<file path="config.mk">
export PLATFORM = sky130hd
export DESIGN_NAME = lsu_mem_master
export DESIGN_NICKNAME = d
export VERILOG_FILES = /design/src/rtl/lsu_pkg.sv /design/src/rtl/lsu_mem_master_align.sv /design/src/rtl/lsu_mem_master.sv
export SDC_FILE = /design/constraint.sdc
export NUM_CORES = 1
export LEC_CHECK = 0
export BUFFER_PORTS_ARGS = -buffer_cell sky130_fd_sc_hd__buf_2
export CAP_MARGIN = 20
export CORE_ASPECT_RATIO = 1.5
export CORE_MARGIN = 8
export CORE_UTILIZATION = 51
export DETAILED_ROUTE_END_ITERATION = 10
export PLACE_DENSITY = 0.74
export SLEW_MARGIN = 0
export SYNTH_ARGS = -nofsm -noshare
export SYNTH_HDL_FRONTEND = slang
export SYNTH_HIERARCHICAL = 1
export SYNTH_SLANG_ARGS = --single-unit
</file>
<file path="constraint.sdc">
create_clock -name clk -period 6 [get_ports clk]
set_input_delay 0.3 -clock clk [delete_from_list [all_inputs] [get_ports clk]]
set_output_delay 0.3 -clock clk [all_outputs]
set_load 0.01 [all_outputs]
</file>
<file path="src/rtl/lsu_pkg.sv">
// +----------------------------------------------------------------------------+
// | Module   : lsu_pkg                                                         |
// | Purpose  : Shared types and helpers for the load/store memory master:      |
// |            FSM state encoding, access-size codes, word-crossing detection  |
// |            and byte-lane mask generation.                                  |
// | Revision : 1.0 - initial release                                           |
// +----------------------------------------------------------------------------+
`default_nettype none

package lsu_pkg;

  typedef enum logic [2:0] {
    ST_IDLE = 3'd0,
    ST_RD0  = 3'd1,
    ST_RD1  = 3'd2,
    ST_WR0  = 3'd3,
    ST_WR1  = 3'd4,
    ST_RESP = 3'd5
  } state_t;

  // Access size codes, funct3[1:0]. Code 3 is folded into SZ_W at capture.
  localparam logic [1:0] SZ_B = 2'd0;
  localparam logic [1:0] SZ_H = 2'd1;
  localparam logic [1:0] SZ_W = 2'd2;

  // True when the access spills into the next word.
  function automatic logic crosses(input logic [1:0] size, input logic [1:0] off);
    return ((size == SZ_H) && (off == 2'd3)) ||
           ((size == SZ_W) && (off != 2'd0));
  endfunction

  // Byte lanes touched by an access of the given size at offset 0.
  function automatic logic [3:0] lane_mask(input logic [1:0] size);
    case (size)
      SZ_B:    return 4'b0001;
      SZ_H:    return 4'b0011;
      default: return 4'b1111;
    endcase
  endfunction

endpackage

`default_nettype wire

</file>
<file path="src/rtl/lsu_mem_master_align.sv">
// +----------------------------------------------------------------------------+
// | Module   : lsu_align                                                       |
// | Purpose  : Combinational data alignment for the load/store master.         |
// |            Extracts and extends load data from a two-word window and       |
// |            merges store data into the old contents of both words.          |
// | Ports    : lo_word/hi_word - word at w0 / word at w0+1                     |
// |            wdata           - right-aligned store data                      |
// |            off, size, uns  - byte offset, size code, unsigned-load flag    |
// |            load_data       - extracted, extended load result               |
// |            word0/word1     - merged store words for w0 / w0+1              |
// | Revision : 1.0 - initial release                                           |
// +----------------------------------------------------------------------------+
`default_nettype none

module lsu_align
  import lsu_pkg::*;
(
  input  logic [31:0] lo_word,
  input  logic [31:0] hi_word,
  input  logic [31:0] wdata,
  input  logic [1:0]  off,
  input  logic [1:0]  size,
  input  logic        uns,
  output logic [31:0] load_data,
  output logic [31:0] word0,
  output logic [31:0] word1
);

  logic [31:0] w_shift;
  logic [63:0] w_data_sh;
  logic [7:0]  w_lanes;
  logic [63:0] w_bitmask;

  // Little-endian window: the addressed byte lands in bit 0.
  assign w_shift = 32'({hi_word, lo_word} >> {off, 3'b000});

  always_comb begin
    load_data = w_shift;
    case (size)
      SZ_B:    load_data = {{24{~uns & w_shift[7]}}, w_shift[7:0]};
      SZ_H:    load_data = {{16{~uns & w_shift[15]}}, w_shift[15:0]};
      default: load_data = w_shift;
    endcase
  end

  // Lanes beyond the access size are masked off, so upper store-data bits
  // never leak into memory.
  assign w_data_sh = {32'd0, wdata} << {off, 3'b000};
  assign w_lanes   = {4'b0000, lane_mask(size)} << off;

  for (genvar i = 0; i < 8; i++) begin : g_lane
    assign w_bitmask[i*8 +: 8] = {8{w_lanes[i]}};
  end

  assign word0 = (lo_word & ~w_bitmask[31:0])  | (w_data_sh[31:0]  & w_bitmask[31:0]);
  assign word1 = (hi_word & ~w_bitmask[63:32]) | (w_data_sh[63:32] & w_bitmask[63:32]);

endmodule

`default_nettype wire

</file>
<file path="src/rtl/lsu_mem_master.sv">
// +----------------------------------------------------------------------------+
// | Module   : lsu_mem_master                                                  |
// | Purpose  : Load/store initiator between execute and a word-organised data  |
// |            memory. Sub-word stores become read-modify-write; accesses that |
// |            cross a word boundary are split into two word accesses.         |
// | Ports    : clk, rst (sync, active high)                                    |
// |            req_*  - request handshake, address, funct3 width, store data   |
// |            resp_* - single-cycle completion with load data / error flag    |
// |            mem_*  - word address, write enable, write data, comb. read     |
// | Config   : MISALIGN_TRAP_EN - when defined, crossing requests skip memory  |
// |            and complete with resp_err=1. Undefined: they are split.        |
// | Revision : 1.0 - initial release                                           |
// +----------------------------------------------------------------------------+
`default_nettype none

module lsu_mem_master
  import lsu_pkg::*;
#(
  parameter int N  = 12,
  parameter int DW = 32
) (
  input  logic          clk,
  input  logic          rst,
  input  logic          req_valid,
  output logic          req_ready,
  input  logic          req_we,
  input  logic [DW-1:0] req_addr,
  input  logic [2:0]    req_width,
  input  logic [DW-1:0] req_wdata,
  output logic          resp_valid,
  output logic [DW-1:0] resp_rdata,
  output logic          resp_err,
  output logic [N-1:0]  mem_addr,
  output logic          mem_we,
  output logic [DW-1:0] mem_wdata,
  input  logic [DW-1:0] mem_rdata
);

  state_t        state_q, state_d;
  logic [N-1:0]  w0_q, w0_d;
  logic [1:0]    off_q, off_d;
  logic [1:0]    size_q, size_d;
  logic          uns_q, uns_d;
  logic          we_q, we_d;
  logic          cross_q, cross_d;
  logic          trap_pend_q, trap_pend_d;
  logic [DW-1:0] wdata_q, wdata_d;
  logic [DW-1:0] buf0_q, buf0_d;
  logic [DW-1:0] buf1_q, buf1_d;
  logic          req_ready_q, req_ready_d;
  logic          resp_valid_q, resp_valid_d;
  logic [DW-1:0] resp_rdata_q, resp_rdata_d;
  logic          resp_err_q, resp_err_d;
  logic [N-1:0]  mem_addr_q, mem_addr_d;
  logic          mem_we_q, mem_we_d;
  logic [DW-1:0] mem_wdata_q, mem_wdata_d;

  logic [1:0]    w_req_size;
  logic          w_req_cross;
  logic          w_trap;
  logic [DW-1:0] w_lo, w_hi, w_ld_data, w_word0, w_word1;
  logic          unused_addr_hi;

  assign unused_addr_hi = ^req_addr[DW-1:N+2];

  assign w_req_size  = (req_width[1:0] == 2'd3) ? SZ_W : req_width[1:0];
  assign w_req_cross = crosses(w_req_size, req_addr[1:0]);

`ifdef MISALIGN_TRAP_EN
  assign w_trap = w_req_cross;
`else
  assign w_trap = 1'b0;
`endif

  // The word being read this cycle comes straight from memory; the other
  // half of the window comes from the buffer captured earlier.
  assign w_lo = (state_q == ST_RD0) ? mem_rdata : buf0_q;
  assign w_hi = (state_q == ST_RD1) ? mem_rdata : buf1_q;

  lsu_align u_align (
    .lo_word   (w_lo),
    .hi_word   (w_hi),
    .wdata     (wdata_q),
    .off       (off_q),
    .size      (size_q),
    .uns       (uns_q),
    .load_data (w_ld_data),
    .word0     (w_word0),
    .word1     (w_word1)
  );

  always_comb begin
    state_d      = state_q;
    w0_d         = w0_q;
    off_d        = off_q;
    size_d       = size_q;
    uns_d        = uns_q;
    we_d         = we_q;
    cross_d      = cross_q;
    trap_pend_d  = trap_pend_q;
    wdata_d      = wdata_q;
    buf0_d       = buf0_q;
    buf1_d       = buf1_q;
    mem_wdata_d  = mem_wdata_q;
    resp_rdata_d = '0;
    resp_err_d   = 1'b0;

    case (state_q)
      ST_IDLE: begin
        if (req_valid && req_ready_q) begin
          w0_d    = req_addr[N+1:2];
          off_d   = req_addr[1:0];
          size_d  = w_req_size;
          uns_d   = req_width[2];
          we_d    = req_we;
          cross_d = w_req_cross;
          wdata_d = req_wdata;
          if (w_trap) begin
            // Hold RESP one extra cycle so the error lands at T+2.
            state_d     = ST_RESP;
            trap_pend_d = 1'b1;
          end else if (req_we && (w_req_size == SZ_W) && (req_addr[1:0] == 2'd0)) begin
            state_d     = ST_WR0;
            mem_wdata_d = req_wdata;
          end else begin
            state_d = ST_RD0;
          end
        end
      end
      ST_RD0: begin
        buf0_d = mem_rdata;
        if (we_q) begin
          state_d     = ST_WR0;
          mem_wdata_d = w_word0;
        end else if (cross_q) begin
          state_d = ST_RD1;
        end else begin
          state_d      = ST_RESP;
          resp_rdata_d = w_ld_data;
        end
      end
      ST_WR0: state_d = cross_q ? ST_RD1 : ST_RESP;
      ST_RD1: begin
        buf1_d = mem_rdata;
        if (we_q) begin
          state_d     = ST_WR1;
          mem_wdata_d = w_word1;
        end else begin
          state_d      = ST_RESP;
          resp_rdata_d = w_ld_data;
        end
      end
      ST_WR1: state_d = ST_RESP;
      ST_RESP: begin
        if (trap_pend_q) begin
          trap_pend_d = 1'b0;
          resp_err_d  = 1'b1;
        end else begin
          state_d = ST_IDLE;
        end
      end
      default: state_d = ST_IDLE;
    endcase

    // Outputs are registered from the next state so they line up with it.
    req_ready_d  = (state_d == ST_IDLE);
    resp_valid_d = (state_d == ST_RESP) && !trap_pend_d;
    mem_we_d     = (state_d == ST_WR0) || (state_d == ST_WR1);
    mem_addr_d   = ((state_d == ST_RD1) || (state_d == ST_WR1)) ? (w0_d + N'(1)) : w0_d;
  end

  always_ff @(posedge clk) begin
    if (rst) begin
      state_q      <= ST_IDLE;
      w0_q         <= '0;
      off_q        <= '0;
      size_q       <= '0;
      uns_q        <= 1'b0;
      we_q         <= 1'b0;
      cross_q      <= 1'b0;
      trap_pend_q  <= 1'b0;
      wdata_q      <= '0;
      buf0_q       <= '0;
      buf1_q       <= '0;
      req_ready_q  <= 1'b1;
      resp_valid_q <= 1'b0;
      resp_rdata_q <= '0;
      resp_err_q   <= 1'b0;
      mem_addr_q   <= '0;
      mem_we_q     <= 1'b0;
      mem_wdata_q  <= '0;
    end else begin
      state_q      <= state_d;
      w0_q         <= w0_d;
      off_q        <= off_d;
      size_q       <= size_d;
      uns_q        <= uns_d;
      we_q         <= we_d;
      cross_q      <= cross_d;
      trap_pend_q  <= trap_pend_d;
      wdata_q      <= wdata_d;
      buf0_q       <= buf0_d;
      buf1_q       <= buf1_d;
      req_ready_q  <= req_ready_d;
      resp_valid_q <= resp_valid_d;
      resp_rdata_q <= resp_rdata_d;
      resp_err_q   <= resp_err_d;
      mem_addr_q   <= mem_addr_d;
      mem_we_q     <= mem_we_d;
      mem_wdata_q  <= mem_wdata_d;
    end
  end

  assign req_ready  = req_ready_q;
  assign resp_valid = resp_valid_q;
  assign resp_rdata = resp_rdata_q;
  assign resp_err   = resp_err_q;
  assign mem_addr   = mem_addr_q;
  assign mem_wdata  = mem_wdata_q;
  // A reset asserted during a write cycle must not commit that write.
  assign mem_we     = mem_we_q & ~rst;

endmodule

`default_nettype wire
</file>
; ---- Word-level counts from Yosys, hierarchy flattened
; Index checks and enable logic that the tools add are counted.
[word_totals]
reg_bits = 199
output_inout_bits = 80
[classes]
addsub = 1
shift = 3
n_eq_ne = 18
n_bitwise = 14
n_reduce_logical = 19
n_mux = 26
[op_table]
columns = cell, n
row1 = 32-bit 2-to-1 mux, 9
row2 = 32-bit AND, 4
row3 = 32-bit case mux with 2 select lines, 2
row4 = 32-bit case mux with 3 select lines, 1
row5 = 32-bit NOT, 2
row6 = 32-bit bitwise OR, 2
row7 = 32-bit by 5-bit << shifter with 64-bit output, 1
row8 = 64-bit by 5-bit >> shifter with 32-bit output, 1
row9 = 12-bit 2-to-1 mux, 3
row10 = 3-bit case mux with 6 select lines, 1
row11 = "12-bit by 1-bit adder with 12-bit output, second input constant", 1
row12 = "3-bit by 2-bit equality test with 1-bit output, second input constant", 4
row13 = "3-bit equality test, second input constant", 4
row14 = 3-bit 2-to-1 mux, 4
row15 = "2-bit inequality test, second input constant", 4
row16 = 4-bit case mux with 2 select lines, 1
row17 = 4-bit by 2-bit << shifter with 8-bit output, 1
row18 = "2-bit equality test, second input constant", 3
row19 = 1-bit logical AND, 6
row20 = 3-bit zero test, 2
row21 = 5-bit AND reduction, 1
row22 = "2-bit by 1-bit equality test with 1-bit output, second input constant", 2
row23 = 2-bit zero test, 2
row24 = 2-bit 2-to-1 mux, 2
row25 = 10 further kinds, 18

; ---- Depth between registers and ports, before layout
; Gate-level depths: netlist (run 1).
[logic_depth]
ltp_word = 11
ltp_mapped = 12

; ---- Hierarchy
; Netlist (run 1), hierarchy kept.
[modules_own_cells]
columns = module, n_inst, area_per_inst_um2, cells_each, seq_area_each_um2
row1 = lsu_mem_master, 1, 7628.6, 786, 3983.8
row2 = lsu_align, 1, 2438.6, 318, 0.0

; ---- Worst setup path after synthesis (run 1)
; No wires, ideal clock.
[synth_timing]
path_type = register -> register
start = reg state_q[0]
end = reg resp_rdata_q[11], in the netlist resp_rdata[11]
n_path_buf = 3
synth_period_minus_slack_ns = 2.635
path_stages_with_launch = 11
required_time_ns = 5.885
setup_time_ns = 0.115
slack_ns = 3.365
arrival_time_ns = 2.520
cell_sequence = dfxtp_1 buf_2 inv_1 nor3_2 buf_2 buf_2 mux2_2 mux4_1 nand3b_1 o21ai_0 and2_1
[synth_between]
elab_chain_len = 8
word_cells_on_any_way = 11
cone_classes = eq/ne: 2 / shift: 1 / mux: 7 / bitwise: 1
[synth_rtl]
columns = item, line
row1 = from (decl), lsu_mem_master.sv:39  ; state_t state_q, state_d;
row2 = from (signal assigned), lsu_mem_master.sv:193  ; state_q <= state_d;
row3 = 3-bit by 1-bit equality test with 1-bit output or 3-bit by 2-bit equality test with 1-bit output (tied branches), "lsu_mem_master.sv:77, lsu_mem_master.sv:78"
row4 = 32-bit 2-to-1 mux, --
row5 = 64-bit by 5-bit >> shifter with 32-bit output (*), lsu_mem_master_align.sv:35  ; assign w_shift = 32'({hi_word, lo_word} >> {off, 3'b000});
row6 = 1-bit AND, lsu_mem_master_align.sv:40  ; SZ_B: load_data = {{24{~uns & w_shift[7]}}, w_shift[7:0]};
row7 = 32-bit case mux with 2 select lines (*), lsu_mem_master_align.sv:39  ; case (size)
row8 = via w_ld_data[11], lsu_mem_master.sv:61  ; logic [DW-1:0] w_lo, w_hi, w_ld_data, w_word0, w_word1;
row9 = 32-bit 2-to-1 mux, lsu_mem_master.sv:135  ; end else if (cross_q) begin
row10 = 32-bit 2-to-1 mux, lsu_mem_master.sv:132  ; if (we_q) begin
row11 = 32-bit case mux with 2 select lines (*), lsu_mem_master.sv:108  ; case (state_q)
row12 = to (signal assigned), lsu_mem_master.sv:206  ; resp_rdata_q <= resp_rdata_d;
row13 = to (decl), lsu_mem_master.sv:52  ; logic [DW-1:0] resp_rdata_q, resp_rdata_d;
; Mark *: on every way through the listed nets, which the timed path passes. The rest lies on a longest branch.
; A chain may end at the register's enable or synchronous reset.

; ---- Worst setup path after layout (run 1)
[layout_timing]
start = reg state_q[1]
end = reg resp_rdata_q[21], in the netlist resp_rdata[21]
[layout_between]
elab_chain_len = 8
word_cells_on_any_way = 12
cone_classes = eq/ne: 2 / shift: 1 / mux: 7 / bitwise: 2
[layout_rtl]
columns = item, line
row1 = 3-bit by 1-bit equality test with 1-bit output or 3-bit by 2-bit equality test with 1-bit output (tied branches), "lsu_mem_master.sv:77, lsu_mem_master.sv:78"
row2 = 32-bit 2-to-1 mux, --
row3 = 64-bit by 5-bit >> shifter with 32-bit output (*), lsu_mem_master_align.sv:35
row4 = "1-bit AND, on equally long branches", "lsu_mem_master_align.sv:41, lsu_mem_master_align.sv:40"
row5 = 32-bit case mux with 2 select lines (*), lsu_mem_master_align.sv:39
row6 = via w_ld_data[21], lsu_mem_master.sv:61
row7 = 32-bit 2-to-1 mux, lsu_mem_master.sv:135
row8 = 32-bit 2-to-1 mux, lsu_mem_master.sv:132
row9 = 32-bit case mux with 2 select lines (*), lsu_mem_master.sv:108
; Marked as above.

==> metrics.cfg, run 1 <==
[status]
status = complete, no violations

[global_route]
grt_overflow = 0
grtUsageTotal_pct = 24.0
grt_max_degree = 67
antenna_found_initial = 9
grt_pass1_vias = 8032
grt_pass1_wl_um = 45300

[hold_path]
hold_class = primary input to register

[die]
rows = 63
pin_count = 183
die_area_sq_um = 24600
start_util_pct = 51.5
die_y_um = 188
coreArea_sq_um = 19500
die_x_um = 131

[sta]
fin_crit_sh_pct = 53.2
setup_viol = 0
fin_skew_ps = 15.2
slew_headroom_pct = 42.4
worst_slew_pin_slew_ps = 865
final.min_clock_period_ps = 3190
slew_viol_final = 0
timing.setup.tns_ps = 0
fmax_ghz = 0.313
rsz0062_at_grt = false
worst_hold_slack_ps = 84.6
hold_viol = 0

[setup_path]
crit_path_end_kind = register
cp-start-kind = register
crit_type = register to register
crit_slowest_cell = dfxtp_1
cp.required_ps = 6330
slowest_delay_ps = 610
path_max_fanout = 23
path_cells = nand2b_1, nor2_4, buf_4, mux2_2, mux4_2, nand2_1, nand2_1, and2_1
cp_common_cell = nand2_1
crit_arrival_ps = 3520

[final_layout]
regArea_sq_um = 3990
drive_gt1_share_pct = 27.8
area_growth_pct = 13.0
multi_input_area_sq_um = 5510
final_util_pct = 58.2
fillCellCount = 1847
num-nets-final = 1310
final_cells = 1486

[power]
vdd_drop_max_uv = 283
power_density_nw_per_um2 = 425
p_total_mw = 4.84
cellLeakagePower_nw = 4.68

[clocking]
clk_latency_ps = 440
clk_pin_slew_ps = 80
ctsHoldBuffers = 0
cts_tree = yes
cts_buffer_depth = 2
ctsResizeCount = 0
root_buffer = clkbuf_16
cts_buffers = 17
clkSinkCount = 199
cts_setup_buffers = 0
h-tree-depth = 4

[placed_design]
placed_cells = 1447
hpwl_um = 21800
io_buffers = 164
routabilityCongestion = 0.943

[routing]
wl_per_cell_um = 19.6
wl_um = 29100
num_vias = 8326
antenna_left = 0
first_pass_iters = 5
drc = 0
drt_iter0_drc = 623
viasPerCell = 5.60

[yosys]
synth-seq-cells = 199
synth_edf_count = 0
yosysSeqAreaShare_pct = 39.6
synthFlopType = dfxtp_1
netlist_area_sq_um = 10100
avgSynthCellArea_sq_um = 9.12
yosys.cell_types.count = 60
synth_warnings = 6
synthArstFlopShare_pct = 0
synth_cells = 1104
synth_fp_nets = 1208

[flow_run]
drv_cap = 0

report_power, final:
part           switching, mW  internal, mW
combinational           1.16         0.844
sequential             0.198          1.54
clock                  0.533         0.558
total                   1.89          2.94
cells in the mapped netlist (all sizes together), types with 3 or more instances:
| cell type | instances | area [sq um] |
|---|---|---|
| mux4 | 15 | 342 |
| o21ai | 22 | 110 |
| dfxtp | 199 | 3980 |
| nor4 | 4 | 40.0 |
| and2 | 100 | 626 |
| xnor2 | 6 | 52.6 |
| clkbuf | 36 | 135 |
| a311oi | 32 | 280 |
| buf | 60 | 438 |
| a21oi | 91 | 455 |
| or4 | 3 | 26.3 |
| nor2 | 105 | 415 |
| a22oi | 32 | 240 |
| mux2 | 100 | 1130 |
| nor2b | 15 | 93.8 |
| o21a | 3 | 23.8 |
| nor3 | 6 | 45.0 |
| o211ai | 9 | 67.6 |
| nand2 | 158 | 601 |
| nand3 | 8 | 40.0 |
| inv | 7 | 26.3 |
| mux2i | 64 | 641 |
| and3 | 3 | 18.8 |
critical path, delay by kind of cell, from the launching register on:
kind,cells,cell delay (ps)
AND/OR/NAND/NOR,5,1110
buffers and inverters,1,410
multiplexers,2,910
flip-flops,1,610
layout make-up:
cell class | count | area share [%]
multi-input combinational | 802 | 48.4
sequential | 199 | 35.1
timing repair buffer | 179 | 8.38
clock buffer | 20 | 3.93
tap | 260 | 2.86
clock inverter | 12 | 0.968
inverter | 7 | 0.231
antenna | 7 | 0.154
worst paths after layout:
path	cells past startpoint	to	slack, ps	from
hold / removal	3	uns_q$_SDFFE_PP0P_	80	req_width[2]
hold reg to reg	2	wdata_q[12]$_SDFFE_PP0P_	470	wdata_q[12]$_SDFFE_PP0P_
setup / recovery	8	resp_rdata[21]$_SDFF_PP0_	2810	state_q[1]$_SDFF_PP0_
setup reg to reg	8	resp_rdata[21]$_SDFF_PP0_	2810	state_q[1]$_SDFF_PP0_
state kept, by name, indices dropped and copies added, names as in the netlist:
name	flops
buf0_q	32
resp_valid	1
mem_wdata	32
resp_err	1
buf1_q	32
w0_q	12
we_q	1
cross_q	1
mem_addr	12
resp_rdata	32
size_q	2
off_q	2
req_ready	1
wdata_q	32
trap_pend_q	1
mem_we_q	1
state_q	3
uns_q	1
cells by family after synthesis:
logic type / share of synthesized area, %
and+or+nand+nor: 19.7
adders and majority gates: 0.124
AOI/OAI and AO/OA: 13.1
muxes: 21.0
DFF: 39.6
buffers and inverters: 5.95
xor gates and xnor gates: 0.609
stage by stage:
step                      cell area (sq um)  setup slack, ps
after global routing                  11400             2640
after global placement                10800             2460
after CTS                             11400             2770
after floorplan                       10100             3370
final                                 11400             2810
after detailed placement              10800             2800
placed cells by master (no fill, tap or decap), drive strengths merged, types with 3 or more instances in the layout:
cell / Yosys / final
a21oi: 91 / 91
a22oi: 32 / 32
a311oi: 32 / 32
and2: 100 / 100
and3: 3 / 3
buf: 60 / 179
clkbuf: 36 / 20
clkinv: 0 / 3
dfxtp: 199 / 199
diode: 0 / 7
inv: 7 / 14
mux2: 100 / 100
mux2i: 64 / 64
mux4: 15 / 15
nand2: 158 / 158
nand3: 8 / 8
nor2: 105 / 105
nor2b: 15 / 15
nor3: 6 / 6
nor4: 4 / 4
o211ai: 9 / 9
o21a: 3 / 3
o21ai: 22 / 22
or4: 3 / 3
xnor2: 6 / 6
per-layer routing:
layer	track usage (%)	wire, um
met1	26.9	11200
met2	38.5	14100
met3	5.94	1910
met4	17.2	1800
met5	0	8
(Power assumes the default switching activity.)
==> inputs of run 2 (changes only) <==
==> constraint.sdc (replaced) <==
create_clock -name clk -period 3.1 [get_ports clk]
set_input_delay 0.155 -clock clk [delete_from_list [all_inputs] [get_ports clk]]
set_output_delay 0.155 -clock clk [all_outputs]
set_load 0.01 [all_outputs]
==> run 2 against run 1 <==
Clock-buffer cell count is the same. Clock skew shrank 0.68 ps. Combinational power grew 100%. Via count grew 2.5%. Register-to-register slack lost 2600 ps. Critical endpoint is now mem_wdata[15]$_SDFFE_PP0P_.
==> metrics.cfg, run 2 (synthesized netlist as in run 1, its figures left out) <==
[status]
status = complete, no violations

[hold_path]
worstHoldEndpoint = size_q[0]$_SDFFE_PP0P_
hold_class = primary input to register
hold_depth = 3
min_from = req_width[0]

[clocking]
cts_tree = yes
root_buffer = clkbuf_16
clk_latency_ps = 440
cts_buffers = 17
clk_pin_slew_ps = 80
h-tree-depth = 4
cts_buffer_depth = 2
ctsResizeCount = 0
clkSinkCount = 199

[setup_path]
crit_slowest_cell = a22oi_1
path_cells = buf_4, nand2b_1, nor2_4, buf_12, mux2_2, nor2_1, a21oi_1, a22oi_1, a311oi_1
r2r_setup_slack_ps = 200
crit_type = register to register
crit_path_end_kind = register
cp_top_family = compound AO/OA/AOI/OAI gates
r2r_end = mem_wdata[15]$_SDFFE_PP0P_
path_max_fanout = 26
r2r_cells = 9
cp-start-kind = register
slowest_delay_ps = 620
rr_startpoint = state_q[1]$_SDFF_PP0_
cp_num_buf_inv = 2
cp.required_ps = 3380
crit_arrival_ps = 3180

[die]
die_y_um = 188
die_area_sq_um = 24600
coreArea_sq_um = 19500
start_util_pct = 51.5
rows = 63
pin_count = 183
die_x_um = 131

[sta]
fin_skew_ps = 14.6
fmax_ghz = 0.344
final.min_clock_period_ps = 2900
setup_viol = 0
slew_headroom_pct = 47.4
worst_hold_slack_ps = 17.3
timing.setup.tns_ps = 0
hold_viol = 0
slew_viol_final = 0
rsz0062_at_grt = false
fin_crit_sh_pct = 93.7
worst_slew_pin_slew_ps = 790

[final_layout]
drive_gt1_share_pct = 27.4
final_util_pct = 60.8
area_growth_pct = 18.0
num-nets-final = 1358
fillCellCount = 1736
layout_common_cells = dfxtp_1, buf_2, nand2_1
final_cells = 1529
final_common_cell = dfxtp_1

[placed_design]
hpwl_um = 22300
placed_cells = 1454
io_buffers = 164
routabilityCongestion = 0.913

[routing]
first_pass_iters = 7
wl_um = 30200
num_vias = 8536
viasPerCell = 5.58
antenna_left = 0
drc = 0
drt_iter0_drc = 707
wl_per_cell_um = 19.7

[flow_run]
drv_cap = 0

[power]
cellLeakagePower_nw = 4.90
vdd_drop_max_uv = 512
power_density_nw_per_um2 = 800

[global_route]
grt_max_degree = 99
grt_pass1_wl_um = 46600
grt_pass1_vias = 8312
antenna_found_initial = 2
grtUsageTotal_pct = 24.8
grt_overflow = 0

[run 2: final cells by class]
cell class	instances	area (sq um)	share of cell area [%]
Antenna cell	2	5.00	0.0421
Clock buffer	20	457	3.84
Clock inverter	12	113	0.948
Inverter	7	26.3	0.221
Multi-Input combinational cell	802	5510	46.4
Sequential cell	199	3990	33.6
Tap cell	260	325	2.74
Timing Repair Buffer	227	1460	12.3
[run 2: worst max-delay path by stage]
stage	cells after the start	from	endpoint	slack (ps)
after floorplan	10	state_q[0]$_SDFF_PP0_	resp_rdata[11]$_SDFF_PP0_	470
after global placement	7	state_q[2]$_SDFF_PP0_	resp_rdata[29]$_SDFF_PP0_	530
after detailed placement	7	state_q[2]$_SDFF_PP0_	resp_rdata[20]$_SDFF_PP0_	470
after CTS	9	state_q[1]$_SDFF_PP0_	resp_rdata[20]$_SDFF_PP0_	450
after global routing	9	state_q[1]$_SDFF_PP0_	mem_wdata[15]$_SDFFE_PP0P_	30
final	9	state_q[1]$_SDFF_PP0_	mem_wdata[15]$_SDFFE_PP0P_	200
[run 2: power by group]
part	internal (mW)	leakage (nW)	switching [mW]
sequential	2.98	1.62	0.363
clock	1.10	0.266	1.02
combinational	1.71	3.02	2.33
total	5.79	4.90	3.71
[run 2: timing repair]
| action | 4_1_cts | 5_1_grt |
|---|---|---|
| hold endpoints to repair | 65 | 0 |
| buffers inserted | 0 | 0 |
| hold buffers | 41 | 0 |
[run 2: tightest hold or removal path: cells and delay by family]
family | cells | cell delay [ps]
AO/OA/AOI/OAI | 1 | 60
buffers and inverters | 1 | 110
AND/OR/NAND/NOR | 1 | 80
[run 2: per-stage QoR]
stage | setup WS [ps] | area, sq um | power [mW]
CTS | 447 | 11900 | 9.49
global route | 33.3 | 11900 | 10.1
floorplan | 465 | 10100 | 6.26
detailed placement | 468 | 10900 | 7.33
global placement | 527 | 10900 | 7.25
finish | 196 | 11900 | 9.50
[run 2: metal layers]
layer / share of wire [%] / track usage, %
met5: 0 / 0
met4: 6.1 / 15.5
met1: 38 / 27.8
met3: 6.0 / 4.63
met2: 50 / 41.8
